## config.mk

```make
export PLATFORM = sky130hd
export DESIGN_NAME = control_sequencer_flat
export DESIGN_NICKNAME = d
export VERILOG_FILES = /design/src/rtl/control_sequencer_if.sv /design/src/rtl/control_sequencer.sv /design/src/flat_wrapper.sv
export SDC_FILE = /design/constraint.sdc
export NUM_CORES = 1
export LEC_CHECK = 0
export BUFFER_PORTS_ARGS = -buffer_cell sky130_fd_sc_hd__buf_2
export CAP_MARGIN = 5
export CORE_MARGIN = 2
export CORE_UTILIZATION = 45
export DETAILED_ROUTE_END_ITERATION = 16
export GPL_TIMING_DRIVEN = 0
export PLACE_DENSITY = 0.8
export SLEW_MARGIN = 20
export SYNTH_ARGS = -nofsm -noshare
export SYNTH_HDL_FRONTEND = slang
export SYNTH_SLANG_ARGS = --single-unit
```

## constraint.sdc

```tcl
create_clock -name clock -period 4.6 [get_ports clock]
set_clock_uncertainty 0.05 [all_clocks]
set_input_delay 0.46 -clock clock [delete_from_list [all_inputs] [get_ports clock]]
set_output_delay 0.46 -clock clock [all_outputs]
set_load 0.005 [all_outputs]
```

## src/rtl/control_sequencer_if.sv

```systemverilog
// Control bundle between the hard-wired sequencer and the DataPath.
// master = sequencer side, slave = DataPath/bench side.
interface control_sequencer_if #(
  parameter int unsigned NUM_REGS = 16,
  parameter int unsigned CNT_W    = 16
);
  logic                run;
  logic [31:0]         ir;
  logic                mem_ready;
  logic [NUM_REGS-1:0] regIn;
  logic [NUM_REGS-1:0] regOut;
  logic                HiIn, LoIn, ZIn, PCIn, MDRIn, YIn, MARIn, IRIn;
  logic                HiOut, LoOut, ZHiOut, ZLoOut, PCOut, MDROut;
  logic                MDRread;
  logic                IncPC;
  logic [4:0]          ALUcode;
  logic                halted;
  logic                fault;
  logic [CNT_W-1:0]    instr_count;

  modport master (
    input  run, ir, mem_ready,
    output regIn, regOut,
    output HiIn, LoIn, ZIn, PCIn, MDRIn, YIn, MARIn, IRIn,
    output HiOut, LoOut, ZHiOut, ZLoOut, PCOut, MDROut,
    output MDRread, IncPC, ALUcode, halted, fault, instr_count
  );

  modport slave (
    output run, ir, mem_ready,
    input  regIn, regOut,
    input  HiIn, LoIn, ZIn, PCIn, MDRIn, YIn, MARIn, IRIn,
    input  HiOut, LoOut, ZHiOut, ZLoOut, PCOut, MDROut,
    input  MDRread, IncPC, ALUcode, halted, fault, instr_count
  );
endinterface

```

## src/rtl/control_sequencer.sv

```systemverilog
// Hard-wired T0..T6 fetch/execute sequencer producing Moore control lines
// for the DataPath: 3-register ALU ops, mul/div into Hi/Lo, and halt.
module control_sequencer #(
  parameter int unsigned NUM_REGS    = 16,
  parameter int unsigned MEM_TIMEOUT = 15,
  parameter int unsigned CNT_W       = 16
) (
  input logic                 clock,
  input logic                 clear,
  control_sequencer_if.master bus
);
  localparam int unsigned WAIT_W = (MEM_TIMEOUT > 1) ? $clog2(MEM_TIMEOUT) : 1;
  localparam logic [WAIT_W-1:0] WAIT_LAST = WAIT_W'(MEM_TIMEOUT - 1);
  localparam logic [4:0] OP_MUL  = 5'b01110;
  localparam logic [4:0] OP_DIV  = 5'b01111;
  localparam logic [4:0] OP_HALT = 5'b11010;

  typedef enum logic [3:0] {IDLE, T0, T1, T2, T3, T4, T5, T6, HALT} state_t;

  state_t            state, state_d;
  logic [WAIT_W-1:0] wait_cnt, wait_d;
  logic [4:0]        op_q, op_d;
  logic [3:0]        ra_q, ra_d, rc_q, rc_d;
  logic              fault_q, fault_d;
  logic [CNT_W-1:0]  count_q, count_d;
  logic              finish;

  logic [4:0] ir_op;
  logic [3:0] ir_ra, ir_rb, ir_rc;
  assign ir_op = bus.ir[31:27];
  assign ir_ra = bus.ir[26:23];
  assign ir_rb = bus.ir[22:19];
  assign ir_rc = bus.ir[18:15];

  // Field values >= NUM_REGS select nothing.
  function automatic logic [NUM_REGS-1:0] reg_sel(input logic [3:0] idx);
    logic [NUM_REGS-1:0] s;
    s = '0;
    for (int unsigned i = 0; i < NUM_REGS; i++) s[i] = (32'(idx) == i);
    return s;
  endfunction

  function automatic logic is_muldiv(input logic [4:0] op);
    return (op == OP_MUL) || (op == OP_DIV);
  endfunction

  function automatic logic is_exec(input logic [4:0] op);
    return (op >= 5'd3 && op <= 5'd11) || is_muldiv(op);
  endfunction

  always_ff @(posedge clock or negedge clear) begin
    if (!clear) begin
      state    <= IDLE;
      wait_cnt <= '0;
      op_q     <= '0;
      ra_q     <= '0;
      rc_q     <= '0;
      fault_q  <= 1'b0;
      count_q  <= '0;
    end else begin
      state    <= state_d;
      wait_cnt <= wait_d;
      op_q     <= op_d;
      ra_q     <= ra_d;
      rc_q     <= rc_d;
      fault_q  <= fault_d;
      count_q  <= count_d;
    end
  end

  always_comb begin
    state_d = state;
    wait_d  = wait_cnt;
    op_d    = op_q;
    ra_d    = ra_q;
    rc_d    = rc_q;
    fault_d = fault_q;
    count_d = count_q;
    finish  = 1'b0;

    bus.regIn   = '0;
    bus.regOut  = '0;
    bus.HiIn    = 1'b0;  bus.LoIn   = 1'b0;  bus.ZIn    = 1'b0;  bus.PCIn   = 1'b0;
    bus.MDRIn   = 1'b0;  bus.YIn    = 1'b0;  bus.MARIn  = 1'b0;  bus.IRIn   = 1'b0;
    bus.HiOut   = 1'b0;  bus.LoOut  = 1'b0;  bus.ZHiOut = 1'b0;  bus.ZLoOut = 1'b0;
    bus.PCOut   = 1'b0;  bus.MDROut = 1'b0;
    bus.MDRread = 1'b0;
    bus.IncPC   = 1'b0;
    bus.ALUcode = '0;
    bus.halted  = 1'b0;

    case (state)
      IDLE: if (bus.run) state_d = T0;
      T0: begin
        bus.PCOut = 1'b1;  bus.MARIn = 1'b1;  bus.IncPC = 1'b1;  bus.ZIn = 1'b1;
        state_d = T1;
      end
      T1: begin
        // PCIn/MDRIn stay high while stalled; Z is unchanged so the reload is harmless.
        bus.ZLoOut = 1'b1;  bus.PCIn = 1'b1;  bus.MDRread = 1'b1;  bus.MDRIn = 1'b1;
        if (bus.mem_ready) begin
          state_d = T2;
          wait_d  = '0;
        end else if (wait_cnt == WAIT_LAST) begin
          state_d = HALT;
          fault_d = 1'b1;
          wait_d  = '0;
        end else begin
          wait_d = wait_cnt + WAIT_W'(1);
        end
      end
      T2: begin
        bus.MDROut = 1'b1;  bus.IRIn = 1'b1;
        state_d = T3;
      end
      T3: begin
        bus.regOut = reg_sel(ir_rb);
        bus.YIn    = 1'b1;
        op_d = ir_op;
        ra_d = ir_ra;
        rc_d = ir_rc;
        if (is_exec(ir_op)) begin
          state_d = T4;
        end else begin
          state_d = HALT;
          fault_d = (ir_op != OP_HALT);
        end
      end
      T4: begin
        bus.regOut  = reg_sel(rc_q);
        bus.ZIn     = 1'b1;
        bus.ALUcode = op_q;
        state_d = T5;
      end
      T5: begin
        bus.ZLoOut = 1'b1;
        if (is_muldiv(op_q)) begin
          bus.LoIn = 1'b1;
          state_d  = T6;
        end else begin
          bus.regIn = reg_sel(ra_q);
          finish    = 1'b1;
        end
      end
      T6: begin
        bus.ZHiOut = 1'b1;  bus.HiIn = 1'b1;
        finish = 1'b1;
      end
      HALT: bus.halted = 1'b1;
      default: state_d = IDLE;
    endcase

    if (finish) begin
      count_d = count_q + CNT_W'(1);
      state_d = bus.run ? T0 : IDLE;
    end
  end

  assign bus.fault       = fault_q;
  assign bus.instr_count = count_q;
endmodule
```

## src/flat_wrapper.sv

```systemverilog
// flat-port wrapper written by rule: the top's interface ports become plain ports
module control_sequencer_flat 
#(
  parameter int unsigned NUM_REGS    = 16,
  parameter int unsigned MEM_TIMEOUT = 15,
  parameter int unsigned CNT_W       = 16
)
  (clock, clear, bus_run, bus_ir, bus_mem_ready, bus_regIn, bus_regOut, bus_HiIn, bus_LoIn, bus_ZIn, bus_PCIn, bus_MDRIn, bus_YIn, bus_MARIn, bus_IRIn, bus_HiOut, bus_LoOut, bus_ZHiOut, bus_ZLoOut, bus_PCOut, bus_MDROut, bus_MDRread, bus_IncPC, bus_ALUcode, bus_halted, bus_fault, bus_instr_count);
  control_sequencer_if #(.NUM_REGS(NUM_REGS), .CNT_W(CNT_W)) bus_i ();
  input logic clock;
  input logic clear;
  input wire logic [$bits(bus_i.run)-1:0] bus_run;
  input wire logic [$bits(bus_i.ir)-1:0] bus_ir;
  input wire logic [$bits(bus_i.mem_ready)-1:0] bus_mem_ready;
  output wire logic [$bits(bus_i.regIn)-1:0] bus_regIn;
  output wire logic [$bits(bus_i.regOut)-1:0] bus_regOut;
  output wire logic [$bits(bus_i.HiIn)-1:0] bus_HiIn;
  output wire logic [$bits(bus_i.LoIn)-1:0] bus_LoIn;
  output wire logic [$bits(bus_i.ZIn)-1:0] bus_ZIn;
  output wire logic [$bits(bus_i.PCIn)-1:0] bus_PCIn;
  output wire logic [$bits(bus_i.MDRIn)-1:0] bus_MDRIn;
  output wire logic [$bits(bus_i.YIn)-1:0] bus_YIn;
  output wire logic [$bits(bus_i.MARIn)-1:0] bus_MARIn;
  output wire logic [$bits(bus_i.IRIn)-1:0] bus_IRIn;
  output wire logic [$bits(bus_i.HiOut)-1:0] bus_HiOut;
  output wire logic [$bits(bus_i.LoOut)-1:0] bus_LoOut;
  output wire logic [$bits(bus_i.ZHiOut)-1:0] bus_ZHiOut;
  output wire logic [$bits(bus_i.ZLoOut)-1:0] bus_ZLoOut;
  output wire logic [$bits(bus_i.PCOut)-1:0] bus_PCOut;
  output wire logic [$bits(bus_i.MDROut)-1:0] bus_MDROut;
  output wire logic [$bits(bus_i.MDRread)-1:0] bus_MDRread;
  output wire logic [$bits(bus_i.IncPC)-1:0] bus_IncPC;
  output wire logic [$bits(bus_i.ALUcode)-1:0] bus_ALUcode;
  output wire logic [$bits(bus_i.halted)-1:0] bus_halted;
  output wire logic [$bits(bus_i.fault)-1:0] bus_fault;
  output wire logic [$bits(bus_i.instr_count)-1:0] bus_instr_count;
  assign bus_i.run = bus_run;
  assign bus_i.ir = bus_ir;
  assign bus_i.mem_ready = bus_mem_ready;
  assign bus_regIn = bus_i.regIn;
  assign bus_regOut = bus_i.regOut;
  assign bus_HiIn = bus_i.HiIn;
  assign bus_LoIn = bus_i.LoIn;
  assign bus_ZIn = bus_i.ZIn;
  assign bus_PCIn = bus_i.PCIn;
  assign bus_MDRIn = bus_i.MDRIn;
  assign bus_YIn = bus_i.YIn;
  assign bus_MARIn = bus_i.MARIn;
  assign bus_IRIn = bus_i.IRIn;
  assign bus_HiOut = bus_i.HiOut;
  assign bus_LoOut = bus_i.LoOut;
  assign bus_ZHiOut = bus_i.ZHiOut;
  assign bus_ZLoOut = bus_i.ZLoOut;
  assign bus_PCOut = bus_i.PCOut;
  assign bus_MDROut = bus_i.MDROut;
  assign bus_MDRread = bus_i.MDRread;
  assign bus_IncPC = bus_i.IncPC;
  assign bus_ALUcode = bus_i.ALUcode;
  assign bus_halted = bus_i.halted;
  assign bus_fault = bus_i.fault;
  assign bus_instr_count = bus_i.instr_count;
  control_sequencer #(.NUM_REGS(NUM_REGS), .MEM_TIMEOUT(MEM_TIMEOUT), .CNT_W(CNT_W)) u_core (.clock(clock), .clear(clear), .bus(bus_i));
endmodule
```

# Word-level counts from Yosys, hierarchy flattened
# Cells that the tools add are included.
# op_classes
order_cmp	2
n_mux	30
eq_ne	66
n_reduce_logical	14
addsub	2
# ops
cell	count
4-bit == test (second input constant)	26
4-bit by 3-bit == test with 1-bit output (second input constant)	16
4-bit by 2-bit == test with 1-bit output (second input constant)	8
16-bit 2-to-1 mux	2
4-bit 2-to-1 mux	8
16-bit one-hot mux with 2 select lines	1
4-bit one-hot mux with 8 select lines	1
5-bit by 4-bit == test with 1-bit output (second input constant)	4
16-bit by 1-bit adder with 16-bit output (second input constant)	1
4-bit by 1-bit == test with 1-bit output (second input constant)	4
4-bit zero test	4
1-bit 2-to-1 mux	15
4-bit AND reduction	2
2-bit OR reduction	3
5-bit by 2-bit greater-or-equal comparator with 1-bit output (second input constant)	1
5-bit by 4-bit less-or-equal comparator with 1-bit output (second input constant)	1
5-bit 2-to-1 mux	1
5-bit != test (second input constant)	1
4-bit by 1-bit adder with 4-bit output (second input constant)	1
2-bit by 1-bit != test with 1-bit output (second input constant)	2
2-bit != test (second input constant)	2
4-bit by 2-bit != test with 1-bit output (second input constant)	1
1-bit one-hot mux with 2 select lines	2
1-bit logical OR	3
4 further kinds	4
# word_totals
reg_bits	38

# Depth between registers and ports, before layout
# Gate-level depths: netlist of the first run.
# logic_depth
depth_word	6
ltp_mapped	7

# Least setup slack after synthesis of the first run
# No wires, ideal clock.
# synth_path
kind	reg-to-output
startpoint	register u_core.state[3]
endpoint	output port bus_regOut[13]
slack_ns	2.624
arrival_time_ns	1.466
path_buffers	2
t_required_ns	4.090
path_stages_with_launch	7
path_cell_list	dfrtp_1 > clkbuf_1 > nor4bb_1 > buf_2 > mux2_2 > nand2_1 > nor2_1
# synth_via
elab_chain_cells	2
# synth_rtl
element	line_no	source
start: declaration	control_sequencer.sv:20	state_t state, state_d;
start signal: assignment	control_sequencer.sv:61	state <= state_d;
4-bit by 3-bit == test with 1-bit output	control_sequencer.sv:92	case (state)
16-bit one-hot mux with 2 select lines *	control_sequencer.sv:92	
end: declaration	flat_wrapper.sv:16	output wire logic [$bits(bus_i.regOut)-1:0] bus_regOut;
# Mark *: on every way between the ends. The rest lies on a longest branch, timed or not.

# Worst setup path in the final report of the first run
# layout_path
startpoint	register u_core.state[3]
endpoint	output port bus_regIn[12]
# layout_via
elab_chain_cells	2
# layout_rtl
element	line_no	source
4-bit by 3-bit == test with 1-bit output	control_sequencer.sv:92	
16-bit 2-to-1 mux	control_sequencer.sv:92	
end: declaration	flat_wrapper.sv:15	output wire logic [$bits(bus_i.regIn)-1:0] bus_regIn;
# No other way between the ends.

==> metrics.log, run 1 <==
INFO  metric run_status = completed
INFO  metric clk_root_buffer_cell = sky130_fd_sc_hd__clkbuf_8
INFO  metric cp.required = 4090 ps
INFO  metric top_level_ports = roughly 110
INFO  metric gp_congestion = approximately 0.83
INFO  metric drt.antenna.violating_nets = 0
INFO  metric critical_path.cell_chain = clkbuf_1 -> nand2b_1 -> nor3b_1 -> nand3_1 -> nor3_1 -> buf_2
INFO  metric maxCapViolCount = 0
INFO  metric period_share = 58.0%
INFO  metric worstReg2RegEnd = u_core.op_q[1]
INFO  metric peakVddDrop = roughly 250 uV
INFO  metric insertion_delay = ~300 ps
INFO  metric design.die.area = approximately 5600 um2
INFO  metric dpl.hpwl = roughly 4100 um
INFO  metric worst_hold_path_type = in -> async
INFO  metric relative_slew_slack = roughly 46%
INFO  metric synth_area = around 2300 um2
INFO  metric cp_peak_stage_delay = 380 ps
INFO  metric kind_of_cell_adding_the_most_delay_to_the_critical_path = simple AND/OR/NAND/NOR gates
INFO  metric synth_top_area_cell = sky130_fd_sc_hd__dfrtp_1
INFO  metric synth_top_cells_by_count = 39 x sky130_fd_sc_hd__nor2_1, 38 x sky130_fd_sc_hd__dfrtp_1, 21 x sky130_fd_sc_hd__nand2_1, 16 x sky130_fd_sc_hd__nor3_1, 12 x sky130_fd_sc_hd__mux2_2
INFO  metric max_slew.worst_pin.slew = roughly 810 ps
INFO  metric vias_in_the_first_global_route = 1875
INFO  metric clk_transition_reported_paths = approximately 80 ps
INFO  metric synth.yosys.warnings = 0
INFO  metric fmax = 0.375 GHz
INFO  metric synth.avg_cell_area = between 9 and 10 um2
INFO  metric cts_made_buffers = 5
INFO  metric dominant_cell_by_count_in_the_synthesized_netlist = sky130_fd_sc_hd__nor2_1
INFO  metric cts_sinks = 38
INFO  metric floorplan.die.width = 74.8 um
INFO  metric wl_per_cell = around 13 um
INFO  metric final_hold_viol_count = 0
INFO  metric cp_data_arrival_time = about 2200 ps
INFO  metric grt.overflow.total = 0
INFO  metric worstSetupStartpoint = u_core.state[3]
INFO  metric drt_iter0_markers = roughly 140
INFO  metric synth-async-reset-ratio = 100%
INFO  metric cpMaxStageDelayCell = sky130_fd_sc_hd__dfrtp_1
INFO  metric die_h = between 70 and 80 um
INFO  metric cts-root-to-sink-buffers = 2
INFO  metric yosysUniqueCellTypes = 43
INFO  metric rows = 25
INFO  metric timing.reg2reg.worst_path_depth = 5
INFO  metric report.final.slew_viol_count = 0
INFO  metric detail_route.vias_per_cell = ~5.2
INFO  metric ctsHoldBuffers = 0
INFO  metric timing.rr.start = u_core.state[3]
INFO  metric finalSetupTns = 0 ps
INFO  metric timing.critical_path.buf_inv = 2
INFO  metric synth_seq_cells = 38
INFO  metric worstSetupPathType = reg -> out
INFO  metric synth_sequential_area_ratio = 42.2%
INFO  metric rsz_0062_raised_after_global_routing = no
INFO  metric antenna-diode-count = 0
INFO  metric layout_min_cycle_time = 2670 ps
INFO  metric cp-end-kind = output port
INFO  metric port_buffers = 89
INFO  metric post_route_cells_drive_above_1_share = between 30 and 40%
INFO  metric crit_path_start_kind = flop
INFO  metric power-per-cell-area = 478 nW/um2
INFO  metric synth_top_area_share = between 40% and 50%
INFO  metric post_synth_inst_count = roughly 250
INFO  metric ys.flop_type = sky130_fd_sc_hd__dfrtp_1
INFO  metric power.leakage = 0.00153 uW
INFO  metric cts_htree_levels = 2
INFO  metric grt.total_usage = between 20% and 30%
INFO  metric largest_net_degree_at_the_start_of_global_routing = 39
INFO  metric via_count = roughly 2100
INFO  metric worst_case_register_to_register_setup_slack = 2600 ps
INFO  metric finish.net_count = between 300 and 400
INFO  metric syn2layout_area_growth = 28.7%
INFO  metric post_synth_main_area_contributors = sky130_fd_sc_hd__dfrtp_1 42%, sky130_fd_sc_hd__nor2_1 6.5%, sky130_fd_sc_hd__mux2_2 6.0%
INFO  metric design.core.area = 4790 um2
INFO  metric grt_pass1_wl = between 8000 and 9000 um
INFO  metric setup_viol = 0
INFO  metric fill_cells = between 400 and 500
INFO  metric fin_util = about three fifths
INFO  metric detail_route.wirelength = approximately 5400 um
INFO  metric highest_fanout_seen_on_the_critical_path = 10
INFO  metric starting_density_of_the_core = around 47%
INFO  metric cts_setup_buffers = 0
INFO  metric cts_resized = 0
INFO  metric route.detailed.drc = 0
INFO  metric cts_tree = built
INFO  metric antenna_violations_before_repair = 0
INFO  metric synth-edff-count = 0
INFO  metric drt_first_pass_iters = 4
## layer usage
| metal | vias up | global-route usage (%) | share of wire, % |
|---|---|---|---|
| met5 | - | 0 | 0 |
| met2 | 63 | 32.9 | 48 |
| met4 | 0 | 6.15 | 1.7 |
| met3 | 10 | 5.76 | 6.2 |
| li1 | 1056 | - | - |
| met1 | 1020 | 26.2 | 44 |
## cell type report
| cell class | instances | area [um2] | share of cell area [%] |
|---|---|---|---|
| inverter | 9 | 33.8 | 1.17 |
| timing repair buffer | 89 | 445 | 15.4 |
| buffer | 18 | 109 | 3.75 |
| sequential | 38 | 951 | 32.8 |
| clock inverter | 1 | 30.0 | 1.04 |
| clock buffer | 6 | 82.6 | 2.85 |
| multi-input combinational | 184 | 1160 | 40.1 |
| tap | 67 | 83.8 | 2.89 |
## cells by family (layout without fill, tap and decap cells)
family / Yosys count / in the layout / share of synthesized area, %
adder cells (fa/ha/maj): 3 / 3 / 1.67
multiplexers: 14 / 14 / 6.89
XOR/XNOR: 16 / 16 / 6.22
AND/OR/NAND/NOR: 120 / 120 / 27.1
other: 1 / 2 / 0.166
AO/OA/AOI/OAI: 29 / 29 / 9.44
buffers and inverters: 27 / 123 / 6.33
flip-flops: 38 / 38 / 42.2
## how the worst max path moves through the flow
stage | end | slack, ps | depth (start not counted)
finish | bus_regIn[12] | 1930 | 6
global route | bus_regIn[12] | 1760 | 6
CTS | bus_regIn[12] | 1950 | 6
detailed placement | bus_regIn[12] | 2280 | 6
global placement | bus_regIn[8] | 2340 | 6
floorplan | bus_regOut[13] | 2620 | 6
## flip-flops by register name, summed over array words and instances, names as in the netlist
signal                  cells
u_core.bus.fault            1
u_core.bus.instr_count     16
u_core.op_q                 5
u_core.ra_q                 4
u_core.rc_q                 4
u_core.state                4
u_core.wait_cnt             4
## stage by stage
step	cell area [um2]	setup WS, ps	power (uW)	hold slack, ps	std cells
2_1_floorplan	2260	2620	917	114	249
3_3_place_gp	2790	2340	1070	408	405
6_report	2900	1930	1390	201	412
3_5_place_dp	2790	2280	1100	415	405
4_1_cts	2900	1950	1390	237	412
5_1_grt	2900	1760	1490	276	412
## layout by cell type, fill, tap and decap left out, types with 4 or more instances in the layout
cell	count
sky130_fd_sc_hd__buf_2	94
sky130_fd_sc_hd__nor2_1	39
sky130_fd_sc_hd__dfrtp_1	38
sky130_fd_sc_hd__nand2_1	21
sky130_fd_sc_hd__nor3_1	16
sky130_fd_sc_hd__mux2_2	12
sky130_fd_sc_hd__xor2_1	10
sky130_fd_sc_hd__buf_4	9
sky130_fd_sc_hd__inv_1	9
sky130_fd_sc_hd__nand3_1	7
sky130_fd_sc_hd__a31oi_1	6
sky130_fd_sc_hd__and2_1	6
sky130_fd_sc_hd__xnor2_1	6
sky130_fd_sc_hd__clkbuf_8	6
sky130_fd_sc_hd__nand2b_1	5
sky130_fd_sc_hd__nor3b_1	5
sky130_fd_sc_hd__nor4_1	5
sky130_fd_sc_hd__o21ai_0	4
## power by group
group | leakage (uW) | switching [uW] | total, uW | internal (uW)
logic | 0.000988 | 286 | 549 | 264
registers | 0.000484 | 108 | 547 | 439
clock network | 0.0000573 | 116 | 289 | 173
total | 0.00153 | 510 | 1390 | 876
Power figures use the tool's default switching activity.
==> inputs of run 2 (changes only) <==
--- a/config.mk
+++ b/config.mk
@@ -8,10 +8,10 @@
 export BUFFER_PORTS_ARGS = -buffer_cell sky130_fd_sc_hd__buf_2
 export CAP_MARGIN = 5
 export CORE_MARGIN = 2
-export CORE_UTILIZATION = 45
+export CORE_UTILIZATION = 42
 export DETAILED_ROUTE_END_ITERATION = 16
 export GPL_TIMING_DRIVEN = 0
-export PLACE_DENSITY = 0.8
+export PLACE_DENSITY = 0.78
 export SLEW_MARGIN = 20
 export SYNTH_ARGS = -nofsm -noshare
 export SYNTH_HDL_FRONTEND = slang
==> constraint.sdc (replaced) <==
create_clock -name clock -period 2.4 [get_ports clock]
set_clock_uncertainty 0.05 [all_clocks]
set_input_delay 0.24 -clock clock [delete_from_list [all_inputs] [get_ports clock]]
set_output_delay 0.24 -clock clock [all_outputs]
set_load 0.005 [all_outputs]
==> run 2 against run 1 <==
Net effect:
- the flow now finishes with violations (hold timing)
- clock power rose by 46%
- register-to-register slack got worse by 2100 ps
- global-route usage fell by 1.5 points
- via count fell by 0.88%
- count of clock-buffer cells in the layout fell by 1
- combinational power rose by 89%
- power rose by 82%
- non-clock buffer count rose by 1
- critical path depth did not move
- critical path type unchanged
- largest cell class unchanged
- largest power group is now registers
==> metrics.log, run 2 (same netlist as run 1, synthesis figures left out) <==
INFO  metric run_status = finished with violations
INFO  metric violations_in_the_final_reports = hold timing
INFO  metric power-per-cell-area = 871 nW/um2 (+82%)
INFO  metric report.final.slew_viol_count = 0 (unchanged)
INFO  metric cp-end-kind = output port
INFO  metric rsz_0062_raised_after_global_routing = no
INFO  metric cp_data_arrival_time = 2030 ps (-130 ps)
INFO  metric relative_slew_slack = 44.7% (-1.4 points)
INFO  metric layout_min_cycle_time = between 2000 and 2500 ps
INFO  metric fin_worst_hold_slack = -6.28 ps (-208 ps)
INFO  metric ctsHoldBuffers = 0 (unchanged)
INFO  metric timing.reg2reg.worst_path_depth = 4 (-1)
INFO  metric cts_htree_levels = 2 (unchanged)
INFO  metric detail_route.vias_per_cell = 5.12 (-1.8%)
INFO  metric numPlacedInstances = 408 (+0.74%)
INFO  metric worst_hold_path_type = in -> async
INFO  metric cp.required = 2110 ps (-1980 ps)
INFO  metric die_h = 77.2 um (+3.3%)
INFO  metric insertion_delay = 290 ps (about the same)
INFO  metric design.die.area = 5970 um2 (+6.7%)
INFO  metric grt_pass1_wl = 9160 um (+6.0%)
INFO  metric met2WireLength = 2640 um (+1.5%)
INFO  metric grt.overflow.total = 0 (unchanged)
INFO  metric antenna-diode-count = 0 (unchanged)
INFO  metric final_critical_path_setup_slack = 77.9 ps (-1860 ps)
INFO  metric fmax = around 0.43 GHz
INFO  metric cts_sinks = 38 (unchanged)
INFO  metric cpMaxStageDelayCell = sky130_fd_sc_hd__dfrtp_1
INFO  metric layout.cells.most_common = sky130_fd_sc_hd__buf_2
INFO  metric drt_iter0_markers = 80 (-44%)
INFO  metric highest_fanout_seen_on_the_critical_path = 11 (+1)
INFO  metric rows = 26 (+4.0%)
INFO  metric period_share = 96.8%
INFO  metric worstSetupPathType = reg -> out
INFO  metric finish.net_count = 385 (+0.26%)
INFO  metric vias_in_the_first_global_route = 2018 (+7.6%)
INFO  metric cts_tree = built
INFO  metric antenna_violations_before_repair = 0 (unchanged)
INFO  metric largest_net_degree_at_the_start_of_global_routing = 39 (unchanged)
INFO  metric post_route_cells_drive_above_1_share = 37.9% (+1.6 points)
INFO  metric drt_first_pass_iters = 4 (unchanged)
INFO  metric route.detailed.drc = 0 (unchanged)
INFO  metric crit_path_start_kind = flop
INFO  metric finalSetupTns = 0 ps (unchanged)
INFO  metric worstReg2RegEnd = u_core.bus.instr_count[14]
INFO  metric peakVddDrop = 442 uV (+78%)
INFO  metric leading_cell_types_in_the_layout_fill_and_taps_excluded = 93 x sky130_fd_sc_hd__buf_2, 39 x sky130_fd_sc_hd__nor2_1, 38 x sky130_fd_sc_hd__dfrtp_1
INFO  metric max_slew.worst_pin.slew = 830 ps (+21.7 ps)
INFO  metric port_buffers = 89 (unchanged)
INFO  metric design.core.area = 5140 um2 (+7.4%)
INFO  metric p_total = 2530 uW (+82%)
INFO  metric kind_of_cell_adding_the_most_delay_to_the_critical_path = simple AND/OR/NAND/NOR gates
INFO  metric gp_congestion = 0.795 (-4.7%)
INFO  metric critical_path.cell_chain = nor4bb_2 -> buf_2 -> mux2_2 -> nand2_1 -> nor2_1 -> buf_2
INFO  metric maxCapViolCount = 0 (unchanged)
INFO  metric drt.antenna.violating_nets = 0 (unchanged)
INFO  metric timing.rr.start = u_core.op_q[4]
INFO  metric clk_root_buffer_cell = sky130_fd_sc_hd__clkbuf_8
INFO  metric largest_register_ffs = 16 (unchanged)
INFO  metric cts-root-to-sink-buffers = 2 (unchanged)
INFO  metric worst_path_most_repeated_cell = sky130_fd_sc_hd__buf_2
INFO  metric cp_peak_stage_delay = 500 ps (+120 ps)
INFO  metric power.leakage = 0.00153 uW (+0.14%)
INFO  metric final_cells = 416 (+0.97%)
INFO  metric detail_route.wirelength = 5410 um (-0.28%)
INFO  metric top_level_ports = 107 (unchanged)
INFO  metric place_worst_setup_slack = 272 ps (-2010 ps)
INFO  metric timing.critical_path.buf_inv = 2 (unchanged)
INFO  metric starting_density_of_the_core = 43.8% (-3.2 points)
INFO  metric wl_per_cell = 13.0 um (-1.2%)
INFO  metric worst_case_register_to_register_setup_slack = 520 ps (-2080 ps)
INFO  metric met3RoutedLength = 258 um (-23%)
INFO  metric clk_transition_reported_paths = 70 ps (about the same)
INFO  metric syn2layout_area_growth = 28.8% (about the same)
INFO  metric dr.max_layer_used = met4
INFO  metric cts_made_buffers = 5 (unchanged)
INFO  metric setup_viol = 0 (unchanged)
INFO  metric via_count = 2130 (-0.88%)
INFO  metric final_hold_viol_count = 12 (+12)
INFO  metric dpl.hpwl = 4090 um (-1.2%)
INFO  metric grt.total_usage = 18.7% (-1.5 points)
INFO  metric floorplan.die.width = 77.2 um (+3.3%)
INFO  metric met1Wirelength = 2460 um (+2.5%)
## run 2: area by class of cell
| type | instances | area, um2 |
|---|---|---|
| fillers | 499 | 2240 |
| multi-input cells | 184 | 1180 |
| flip-flops and latches | 38 | 951 |
| repair buffers | 91 | 460 |
| plain buffers | 17 | 109 |
| well taps | 70 | 87.6 |
| clock buffers | 5 | 68.8 |
| inverters | 9 | 33.8 |
| clock inverters | 2 | 10.0 |
## run 2: layer usage
layer,vias to the layer above,track usage [%]
li1,1058,-
met1,1006,24.3
met3,7,3.88
met4,0,5.71
met2,59,31.3
met5,-,0
## run 2: timing repair
action | in CTS | in global routing
setup buffers | 2 | 0
endpoints found under the setup margin | 11 | 21
gates resized for setup | 1 | 4
pin swaps | 1 | 0
## run 2: how the worst max path moves through the flow
stage,from,endpoint,cells after the start
floorplan,u_core.state[3],bus_regOut[13],6
global placement,u_core.state[3],bus_regOut[2],8
detailed placement,u_core.state[3],bus_regOut[2],8
CTS,u_core.state[3],bus_regOut[11],6
global route,u_core.state[3],bus_regIn[8],5
finish,u_core.state[3],bus_regOut[11],6
## run 2: power by group
part           internal [uW]  switching, uW  leakage, uW  total (uW)
logic                    516            519      0.00100        1040
clock network            195            226    0.0000438         421
registers                840            229     0.000484        1070
## run 2: through the flow
step | util (%) | hold slack, ps | instance area, um2
6_report | 56.5 | -6.28 | 2900
5_1_grt | 56.5 | 73.5 | 2900
3_3_place_gp | 54.3 | 340 | 2790
2_1_floorplan | - | -106 | 2260
3_5_place_dp | 54.3 | 341 | 2790
4_1_cts | 56.1 | 27.3 | 2880
## run 2: worst register-to-register path: stages, from the launching register on
cell                        delay [ps]
sky130_fd_sc_hd__dfrtp_1           400
sky130_fd_sc_hd__nand4b_1          420
sky130_fd_sc_hd__o2111ai_1         590
sky130_fd_sc_hd__nor3_1            140
sky130_fd_sc_hd__xor2_1            170
